[src/rtl/bus_decoder.sv]
// bus_decoder: single-master to two-slave address decoder with registered
// slave handshake. Window S0 has priority over S1; unmapped accesses
// complete with an error. Optional watchdog under `BUS_TIMEOUT_EN`.
module bus_decoder #(
  parameter logic [31:0] S0_BASE = 32'h1000,
  parameter logic [31:0] S0_SPAN = 32'h1000,
  parameter logic [31:0] S1_BASE = 32'h2000,
  parameter logic [31:0] S1_SPAN = 32'h100,
  parameter int unsigned TIMEOUT = 255
) (
  input  logic        clk,
  input  logic        rstb,
  input  logic [31:0] m_addr,
  input  logic [2:0]  m_size,
  input  logic        m_valid,
  input  logic        m_write,
  input  logic [31:0] m_wdata,
  output logic [31:0] m_rdata,
  output logic        m_ready,
  output logic        m_err,
  output logic [31:0] s0_addr,
  output logic [1:0]  s0_size,
  output logic        s0_valid,
  output logic        s0_write,
  output logic [31:0] s0_wdata,
  input  logic [31:0] s0_rdata,
  input  logic        s0_ready,
  output logic [31:0] s1_addr,
  output logic [1:0]  s1_size,
  output logic        s1_valid,
  output logic        s1_write,
  output logic [31:0] s1_wdata,
  input  logic [31:0] s1_rdata,
  input  logic        s1_ready
);

  localparam logic [1:0] IDLE = 2'd0;
  localparam logic [1:0] BUSY = 2'd1;
  localparam logic [1:0] DONE = 2'd2;

  localparam logic [31:0] S0_LAST   = S0_BASE + S0_SPAN - 32'd1;
  localparam logic [31:0] S1_LAST   = S1_BASE + S1_SPAN - 32'd1;
  localparam logic [31:0] UNMAP_VAL = 32'hDEADBEEF;

  logic [1:0]  state_q, state_d;
  logic        sel_q, sel_d;        // 0: S0, 1: S1
  logic [31:0] off_q, off_d;
  logic [1:0]  size_q, size_d;
  logic        write_q, write_d;
  logic [31:0] wdata_q, wdata_d;
  logic        s0v_q, s0v_d;
  logic        s1v_q, s1v_d;
  logic [31:0] rdata_q, rdata_d;
  logic        err_q, err_d;
  logic        ready_q, ready_d;

  logic        hit0_c, hit1_c;
  logic        sel_ready_c;
  logic [31:0] sel_rdata_c;

  // Only the two low size bits are forwarded to the slaves.
  logic unused_size;
  assign unused_size = m_size[2];

`ifdef BUS_TIMEOUT_EN
  localparam int unsigned WD_W    = (TIMEOUT > 1) ? $clog2(TIMEOUT) : 1;
  localparam logic [WD_W-1:0] WD_LAST = WD_W'(TIMEOUT - 1);
  localparam logic [31:0] TMO_VAL = 32'hBAD0BAD0;
  logic [WD_W-1:0] wdog_q, wdog_d;
`else
  logic [31:0] unused_timeout;
  assign unused_timeout = 32'(TIMEOUT);
`endif

  // Address decode against both windows; S0 wins on overlap.
  always_comb begin
    hit0_c = (m_addr >= S0_BASE) && (m_addr <= S0_LAST);
    hit1_c = (m_addr >= S1_BASE) && (m_addr <= S1_LAST);
  end

  // Response from whichever slave owns the current transaction.
  always_comb begin
    sel_ready_c = sel_q ? s1_ready : s0_ready;
    sel_rdata_c = sel_q ? s1_rdata : s0_rdata;
  end

  // Next-state and next-register computation.
  always_comb begin
    state_d = state_q;
    sel_d   = sel_q;
    off_d   = off_q;
    size_d  = size_q;
    write_d = write_q;
    wdata_d = wdata_q;
    s0v_d   = s0v_q;
    s1v_d   = s1v_q;
    rdata_d = rdata_q;
    err_d   = err_q;
    ready_d = 1'b0;
`ifdef BUS_TIMEOUT_EN
    wdog_d  = wdog_q;
`endif
    case (state_q)
      IDLE: begin
        if (m_valid) begin
          size_d  = m_size[1:0];
          write_d = m_write;
          wdata_d = m_wdata;
          if (hit0_c) begin
            sel_d   = 1'b0;
            off_d   = m_addr - S0_BASE;
            s0v_d   = 1'b1;
            state_d = BUSY;
`ifdef BUS_TIMEOUT_EN
            wdog_d  = '0;
`endif
          end else if (hit1_c) begin
            sel_d   = 1'b1;
            off_d   = m_addr - S1_BASE;
            s1v_d   = 1'b1;
            state_d = BUSY;
`ifdef BUS_TIMEOUT_EN
            wdog_d  = '0;
`endif
          end else begin
            rdata_d = UNMAP_VAL;
            err_d   = 1'b1;
            state_d = DONE;
          end
        end
      end
      BUSY: begin
        if (sel_ready_c) begin
          rdata_d = sel_rdata_c;
          err_d   = 1'b0;
          s0v_d   = 1'b0;
          s1v_d   = 1'b0;
          state_d = DONE;
        end
`ifdef BUS_TIMEOUT_EN
        else if (wdog_q == WD_LAST) begin
          rdata_d = TMO_VAL;
          err_d   = 1'b1;
          s0v_d   = 1'b0;
          s1v_d   = 1'b0;
          state_d = DONE;
        end else begin
          wdog_d  = wdog_q + WD_W'(1);
        end
`endif
      end
      DONE: begin
        ready_d = 1'b1;
        state_d = IDLE;
      end
      default: begin
        s0v_d   = 1'b0;
        s1v_d   = 1'b0;
        state_d = IDLE;
      end
    endcase
  end

  // State and datapath registers with asynchronous clear.
  always_ff @(posedge clk or negedge rstb) begin
    if (!rstb) begin
      state_q <= IDLE;
      sel_q   <= 1'b0;
      off_q   <= '0;
      size_q  <= '0;
      write_q <= 1'b0;
      wdata_q <= '0;
      s0v_q   <= 1'b0;
      s1v_q   <= 1'b0;
      rdata_q <= '0;
      err_q   <= 1'b0;
      ready_q <= 1'b0;
`ifdef BUS_TIMEOUT_EN
      wdog_q  <= '0;
`endif
    end else begin
      state_q <= state_d;
      sel_q   <= sel_d;
      off_q   <= off_d;
      size_q  <= size_d;
      write_q <= write_d;
      wdata_q <= wdata_d;
      s0v_q   <= s0v_d;
      s1v_q   <= s1v_d;
      rdata_q <= rdata_d;
      err_q   <= err_d;
      ready_q <= ready_d;
`ifdef BUS_TIMEOUT_EN
      wdog_q  <= wdog_d;
`endif
    end
  end

  assign m_rdata  = rdata_q;
  assign m_err    = err_q;
  assign m_ready  = ready_q;

  assign s0_addr  = off_q;
  assign s0_size  = size_q;
  assign s0_valid = s0v_q;
  assign s0_write = write_q;
  assign s0_wdata = wdata_q;

  assign s1_addr  = off_q;
  assign s1_size  = size_q;
  assign s1_valid = s1v_q;
  assign s1_write = write_q;
  assign s1_wdata = wdata_q;

endmodule

[config.mk]
export PLATFORM = sky130hd
export DESIGN_NAME = bus_decoder
export DESIGN_NICKNAME = d
export VERILOG_FILES = /design/src/rtl/bus_decoder.sv
export SDC_FILE = /design/constraint.sdc
export NUM_CORES = 1
export LEC_CHECK = 0
export CORE_MARGIN = 1.5
export CORE_UTILIZATION = 38
export DETAILED_ROUTE_END_ITERATION = 8
export PLACE_DENSITY = 0.81
export SLEW_MARGIN = 25
export SYNTH_ARGS = -nofsm -noshare
export SYNTH_HDL_FRONTEND = slang
export SYNTH_SLANG_ARGS = --single-unit
[constraint.sdc]
create_clock -name clk -period 2.4 [get_ports clk]
set_input_delay 0.36 -clock clk [delete_from_list [all_inputs] [get_ports clk]]
set_output_delay 0.36 -clock clk [all_outputs]
set_load 0.02 [all_outputs]
==> summary.md, run 1 <==
| Metric | Value |
|---|---|
| Routed wire length | 15700 um |
| Average wire per cell in the routed design | 15.8 um |
| Routed via count divided by cell count | 4.84 |
| Biggest area consumer among synthesized cells | dfrtp_1 |
| Maximum clock path buffer count | 2 |
| TritonCTS clock tree | built |
| Most instantiated library cell after synthesis | nand2_1 |
| Final ANT Viol Nets | 0 |
| Worst slew margin relative to its limit | 0.544 |
| PnR worst setup slack | 0.0547 ns |
| CP Capture Point | s0_addr[25]$_DFFE_PN0P_ |
| Count of TritonRoute iterations in the first routing pass | 4 |
| Top post-synthesis cells by area | dfrtp_1 51%, nand2_1 12%, buf_4 10% |
| Startpoint type of the worst setup path | input port |
| Post-synth design cell area | 5200 sq um |
| Number of I/O port buffers | 305 |
| Worst-skew pair later-pin latency | 0.33 ns |
| Area enclosed by the die boundary | 14400 sq um |
| Post-Synthesis Mean Instance Area | 9.56 sq um |
| Hold buffer count at CTS | 0 |
| Final-stage net count | 954 |
| Area grow syn2layout | 65.0% |
| Cell Pwr Density | 506 nW/um^2 |
| Crit path DAT | 2.57 ns |
| Leakage power of the design | 3.70 nW |
| Placeable core region | 13300 sq um |
| Transition time at the pin with the least slew margin | 0.684 ns |
| Run status | completed |
| Fraction of the yosys area taken by sequential cells | 0.510 |
| Proportion of layout cells with a drive suffix above 1 | 0.103 |
| Logic depth of the worst register-to-register path | 8 |
| Minimum period implied by the final worst setup slack | 2.35 ns |
| YS warnings | 0 |
| Final-layout setup total negative slack | 0 ns |
| Max Clk Rate | 426 MHz |
| Number of hold violations in the final report | 0 |
| Iteration-0 DRC Markers | 173 |
| Die height | 120 um |
| Master cell of the clock root buffer | clkbuf_16 |
| Number of different library cells in the post-synthesis netlist | 45 |
| Antenna Diode Count | 0 |
| Period Utilization, post-route | 0.977 |
| # DRC | 0 |
| Final core area utilization | 0.645 |
| Launching element of the worst setup path | m_addr[7] |
| Number of clock buffers inserted by TritonCTS | 9 |
| GRT Residual Overflow | 0 |
| Minimum setup slack among reg-to-reg paths | 0.72 ns |
| IO Pins | 307 |
| Most frequent cells after synthesis | 173 x nand2_1, 106 x dfrtp_1, 70 x buf_4 |
| Kind of end point of the critical path | flip-flop |
| Area share of the leading cell type in the synthesized netlist | 0.510 |
| Min-delay worst type | in2async |
| Number of synthesized flops with an enable pin | 0 |
| Proportion of synthesized flip-flops having asynchronous set or reset | 1.00 |
| Peak ir drop on the vdd network | 0.342 mV |
| Final clock skew | 0.0110 ns |
| Number of H-tree branching levels | 3 |
| Flip-flop cell with the highest count after synthesis | dfrtp_1 |
| Total number of vias | 4797 |
| Maximum capacitance violations | 0 |
| Effective utilization at floorplan | 0.391 |
| Final count of pins violating max slew | 0 |
| Classification of the worst setup path | in2reg |
| First-pass GRT wire length | 24900 um |
| Pin count of the biggest net entering global routing | 54 |
| Worst Setup Slack post-DPL | -0.531 ns |
| Maximum fanout along the worst path | 9 |
| Final weighted congestion in routability-driven placement | 0.837 |
| Critical R2R Capture | s0_addr[25]$_DFFE_PN0P_ |
| Synthesized Nets | 687 |
| Number of global-route vias before repair | 4996 |
| Register bit count reported by yosys | 106 |
| Die outline width | 120 um |
| GRT Overall Usage | 0.217 |
| Clock net sink count | 106 |
| Req. time, crit path | 2.62 ns |
| Initial antenna violation count | 0 |
| Placed wire-length estimate | 12200 um |
| R2R Path Start | state_q[0]$_DFFE_PN0P_ |
| Row cnt | 42 |
| Final setup violation count | 0 |
| Count of mapped cells out of synthesis | 544 |
| Clock-pin slew reported for the worst setup and hold paths after clock tree synthesis | 0.07 ns |
==> layer usage <==
layer | wire [um] | GRT usage
met1 | 6060 | 0.250
met2 | 8440 | 0.401
met3 | 880 | 0.0390
met4 | 293 | 0.0781
met5 | 0 | 0
==> layout by cell type (no fill, tap or decap), types with 2 or more instances in the layout <==
| cell type | Yosys | final |
|---|---|---|
| buf_12 | 0 | 3 |
| nor3_1 | 3 | 3 |
| nor4_1 | 5 | 2 |
| dfrtp_1 | 106 | 105 |
| nor2b_1 | 2 | 2 |
| nand4_1 | 4 | 4 |
| nor2_1 | 30 | 29 |
| o22ai_1 | 8 | 8 |
| clkdlybuf4s50_1 | 0 | 294 |
| dlymetal6s2s_1 | 0 | 4 |
| nand3_1 | 2 | 2 |
| mux2i_1 | 34 | 34 |
| dlygate4sd2_1 | 0 | 6 |
| inv_1 | 3 | 2 |
| a21oi_1 | 6 | 6 |
| clkbuf_16 | 0 | 9 |
| buf_4 | 70 | 42 |
| a22oi_1 | 24 | 24 |
| nand2_1 | 173 | 172 |
| a2111oi_4 | 2 | 2 |
| a211oi_1 | 2 | 2 |
| and2_1 | 2 | 2 |
| o21ai_0 | 3 | 3 |
| nor3b_1 | 2 | 2 |
| o21a_1 | 11 | 11 |
| nor4_4 | 0 | 3 |
| ha_1 | 6 | 5 |
| clkinv_4 | 0 | 3 |
==> power by group <==
group / total [W] / switching (W) / internal (W)
logic: 0.00101 / 0.000469 / 0.000538
registers: 0.00194 / 0.0000777 / 0.00186
clock network: 0.00139 / 0.000671 / 0.000720
==> critical path, cell delays in order <==
cell	delay, ns
clkdlybuf4s50_1	0.51
nand4_1	0.12
or4_4	0.55
a2111oi_4	0.31
buf_6	0.18
and4b_1	0.21
o21ai_2	0.05
buf_4	0.16
o21a_1	0.11
==> state kept, by name, indices dropped and copies added, names as in the netlist <==
| signal | flops |
|---|---|
| sel_q | 1 |
| s0_valid | 1 |
| s0_write | 1 |
| m_rdata | 32 |
| s0_wdata | 32 |
| m_ready | 1 |
| s1_valid | 1 |
| state_q | 2 |
| s0_size | 2 |
| s0_addr | 32 |
| m_err | 1 |
==> repair_timing <==
item | CTS | global route
pin swaps | 5 | 6
setup buffers | 2 | 0
gates cloned | 0 | 0
resized for setup | 15 | 8
setup endpoints to repair | 65 | 18
==> worst min path at each step <==
stage	endpoint	slack [ns]	cells after the start
floorplan	m_err$_DFFE_PN0P_	0.06	0
global placement	s0_addr[21]$_DFFE_PN0P_	0.44	1
detailed placement	s0_addr[21]$_DFFE_PN0P_	0.46	1
CTS	s0_addr[21]$_DFFE_PN0P_	0.09	1
global route	s0_addr[21]$_DFFE_PN0P_	0.11	1
finish	s0_addr[21]$_DFFE_PN0P_	0.06	1
==> layout make-up <==
class                      instances  area [sq um]
fill                            1063          4720
timing repair buffer             350          3430
sequential                       106          2650
multi-input combinational        341          1980
clock buffer                      10           229
tap                              176           220
clock inverter                     6          51.3
inverter                           3          11.3
==> per-stage QoR <==
stage                     area, sq um  power (W)  hold slack (ns)  cells
after floorplan                  5200    0.00241           0.0644    544
after global placement           8220    0.00296            0.444    975
after detailed placement         8220    0.00298            0.457    975
after CTS                        8560    0.00438           0.0877    993
after global routing             8580    0.00454            0.111    992
final                            8580    0.00434           0.0586    992
==> kinds of logic (layout without fill, tap and decap cells) <==
logic type	after synthesis	in the layout	synth area share
buffers and inverters	97	369	0.121
AND/OR/NAND/NOR	234	234	0.189
multiplexers	34	34	0.0654
AO/OA/AOI/OAI	66	66	0.0979
XOR/XNOR	1	1	0.00168
adder cells (fa/ha/maj)	6	6	0.0144
flip-flops	106	106	0.510
Note: power is estimated with default switching activity, not from simulation.
==> run 2, diff against run 1 <==
--- a/config.mk
+++ b/config.mk
@@ -5,10 +5,11 @@
 export SDC_FILE = /design/constraint.sdc
 export NUM_CORES = 1
 export LEC_CHECK = 0
+export ABC_AREA = 1
 export CORE_MARGIN = 1.5
-export CORE_UTILIZATION = 38
+export CORE_UTILIZATION = 39
 export DETAILED_ROUTE_END_ITERATION = 8
-export PLACE_DENSITY = 0.81
+export PLACE_DENSITY = 0.82
 export SLEW_MARGIN = 25
 export SYNTH_ARGS = -nofsm -noshare
 export SYNTH_HDL_FRONTEND = slang
==> summary.md, run 2 <==
| Metric | Value |
|---|---|
| Kind of end point of the critical path | flip-flop |
| Run status | completed |
| Master cell of the clock root buffer | clkbuf_16 |
| Number of global-route vias before repair | 4788 |
| Post-synth design cell area | 5310 sq um |
| Cell type group with the largest total delay on the critical path | simple AND/OR/NAND/NOR gates |
| GRT Overall Usage | 0.213 |
| Flip-flop cell with the highest count after synthesis | dfrtp_1 |
| Minimum setup slack among reg-to-reg paths | 0.59 ns |
| Clock-pin slew reported for the worst setup and hold paths after clock tree synthesis | 0.07 ns |
| Fill cell instance count of the final layout | 1153 |
| Area enclosed by the die boundary | 14300 sq um |
| R2R Path Start | sel_q$_DFFE_PN0P_ |
| Minimum period implied by the final worst setup slack | 2.06 ns |
| Proportion of synthesized flip-flops having asynchronous set or reset | 1.00 |
| IO Pins | 307 |
| Most frequent cells in the layout | 304 x clkdlybuf4s50_1, 268 x nand2_1, 106 x dfrtp_1 |
| Routed wire length | 15200 um |
| Count of TritonRoute iterations in the first routing pass | 7 |
| Worst Path Buf+Inv | 2 |
| Antenna Diode Count | 0 |
| TritonCTS clock tree | built |
| Number of different library cells in the post-synthesis netlist | 25 |
| Number of hold violations in the final report | 0 |
| Min-delay worst type | reg2reg |
| Number of clock buffers inserted by TritonCTS | 9 |
| Area share of the leading cell type in the synthesized netlist | 0.499 |
| Maximum capacitance violations | 0 |
| Die height | 120 um |
| Cell Pwr Density | 973 nW/um^2 |
| Effective utilization at floorplan | 0.400 |
| Total number of vias | 5001 |
| WHS | 0.446 ns |
| Fraction of the yosys area taken by sequential cells | 0.499 |
| Count of cells resized by post-cts repair | 0 |
| Commonest non-fill, non-tap cell in the layout | clkdlybuf4s50_1 |
| Critical path, cell by cell | clkdlybuf4s50_1 -> nor2_4 -> nand2_1 -> nor2_1 -> nand2_1 -> nand2_1 -> nand3_1 -> buf_4 -> nand2_1 -> o21ai_1 -> nor2_2 -> nor2_1 |
| Startpoint type of the worst setup path | input port |
| Worst hold start | state_q[0]$_DFFE_PN0P_ |
| Setup repair after global routing missed its margin | no |
| Max Clk Rate | 485 MHz |
| Placed wire-length estimate | 11800 um |
| # DRC | 0 |
| Leakage power of the design | 3.96 nW |
| CP dominant cell by count | nand2_1 |
| Period Utilization, post-route | 0.858 |
| End point of the most critical hold path | m_ready$_DFF_PN0_ |
| Synthesized Nets | 819 |
| Number of I/O port buffers | 305 |
| Average wire per cell in the routed design | 13.8 um |
| Row cnt | 42 |
| Logic depth of the worst register-to-register path | 9 |
| Routed via count divided by cell count | 4.56 |
| Req. time, crit path | 2.61 ns |
| Most instantiated library cell after synthesis | nand2_1 |
| Most frequent cells after synthesis | 268 x nand2_1, 106 x dfrtp_1, 71 x nor2_1 |
| Delay of the slowest cell on the worst path | 0.54 ns |
| Total number of cells along the worst setup path | 12 |
| First-pass GRT wire length | 24100 um |
| Pin count of the biggest net entering global routing | 48 |
| Clock net sink count | 106 |
| Area grow syn2layout | 58.9% |
| Final setup violation count | 0 |
| Worst slew margin relative to its limit | 0.563 |
| Number of synthesized flops with an enable pin | 0 |
| Final clock skew | 0.00617 ns |
| Final ANT Viol Nets | 0 |
| Count of mapped cells out of synthesis | 676 |
| Register bit count reported by yosys | 106 |
| Final-layout setup total negative slack | 0 ns |
| YS warnings | 0 |
| Worst-skew pair later-pin latency | 0.34 ns |
| GRT Residual Overflow | 0 |
| Final weighted congestion in routability-driven placement | 0.830 |
| Crit path DAT | 2.27 ns |
| Initial antenna violation count | 0 |
| Iteration-0 DRC Markers | 269 |
| Die outline width | 120 um |
| Number of H-tree branching levels | 3 |
| Critical-path top delay cell | clkdlybuf4s50_1 |
| Transition time at the pin with the least slew margin | 0.655 ns |
| Critical R2R Capture | m_rdata[4]$_DFFE_PN0P_ |
| Final core area utilization | 0.635 |
| Classification of the worst setup path | in2reg |
| Final count of pins violating max slew | 0 |
| Biggest area consumer among synthesized cells | dfrtp_1 |
| Peak ir drop on the vdd network | 0.513 mV |
| Post-Synthesis Mean Instance Area | 7.86 sq um |
| Proportion of layout cells with a drive suffix above 1 | 0.0500 |
| Maximum fanout along the worst path | 8 |
| Hold-critical path depth | 1 |
| Final-stage net count | 1058 |
| Maximum clock path buffer count | 2 |
| Top post-synthesis cells by area | dfrtp_1 50%, nand2_1 19%, buf_4 9.5% |
| Placeable core region | 13300 sq um |
run 2: metrics by stage:
step	area, sq um	worst slack [ns]	instances	total power [W]
after global placement	8120	0.0642	1079	0.00667
after CTS	8440	0.353	1096	0.00831
after global routing	8440	0.115	1096	0.00869
after floorplan	5310	0.685	676	0.00497
after detailed placement	8120	0.00448	1079	0.00677
final	8440	0.340	1096	0.00821
run 2: cells by family (layout without fill, tap and decap cells):
family,count (synthesis),in the layout,synth area share
AOI/OAI and AO/OA,76,76,0.0721
xor gates and xnor gates,5,5,0.00824
DFF,106,106,0.499
buffers and inverters,127,371,0.145
adders and majority gates,6,6,0.0141
and+or+nand+nor,356,356,0.262
run 2: metal layers:
metal  track usage  vias up  share of wire
li1              -     2499              -
met1         0.249     2274           0.40
met2         0.383      207           0.52
met3        0.0480       21          0.067
met4        0.0707        0          0.018
met5             0        -              0
run 2: report_power, final:
group	internal, W	total [W]	switching, W	leakage, nW
logic	0.00190	0.00400	0.00210	2.47
clock network	0.000870	0.00152	0.000647	0.152
registers	0.00232	0.00269	0.000374	1.34
run 2: cell type report:
| cell class | count | area (sq um) | share of cell area |
|---|---|---|---|
| inverters | 31 | 116 | 0.0138 |
| multi-input cells | 443 | 1890 | 0.224 |
| clock inverters | 5 | 60.1 | 0.00711 |
| repair buffers | 324 | 3250 | 0.384 |
| flip-flops and latches | 106 | 2650 | 0.314 |
| clock buffers | 11 | 253 | 0.0299 |
| well taps | 176 | 220 | 0.0261 |
run 2: worst max-delay path by stage:
stage	slack, ns	from	end
after floorplan	0.68	m_addr[13]	m_err$_DFFE_PN0P_
after global placement	0.06	m_addr[15]	s0_addr[30]$_DFFE_PN0P_
after detailed placement	0.004	m_addr[15]	s0_addr[26]$_DFFE_PN0P_
after CTS	0.35	m_addr[15]	s0_addr[26]$_DFFE_PN0P_
after global routing	0.11	m_addr[13]	s0_addr[30]$_DFFE_PN0P_
final	0.34	m_addr[15]	s0_addr[26]$_DFFE_PN0P_
run 2: repair_timing:
action | 4_1_cts | 5_1_grt
buffers inserted | 0 | 0
hold endpoints to repair | 27 | 0
hold buffers | 1 | 0
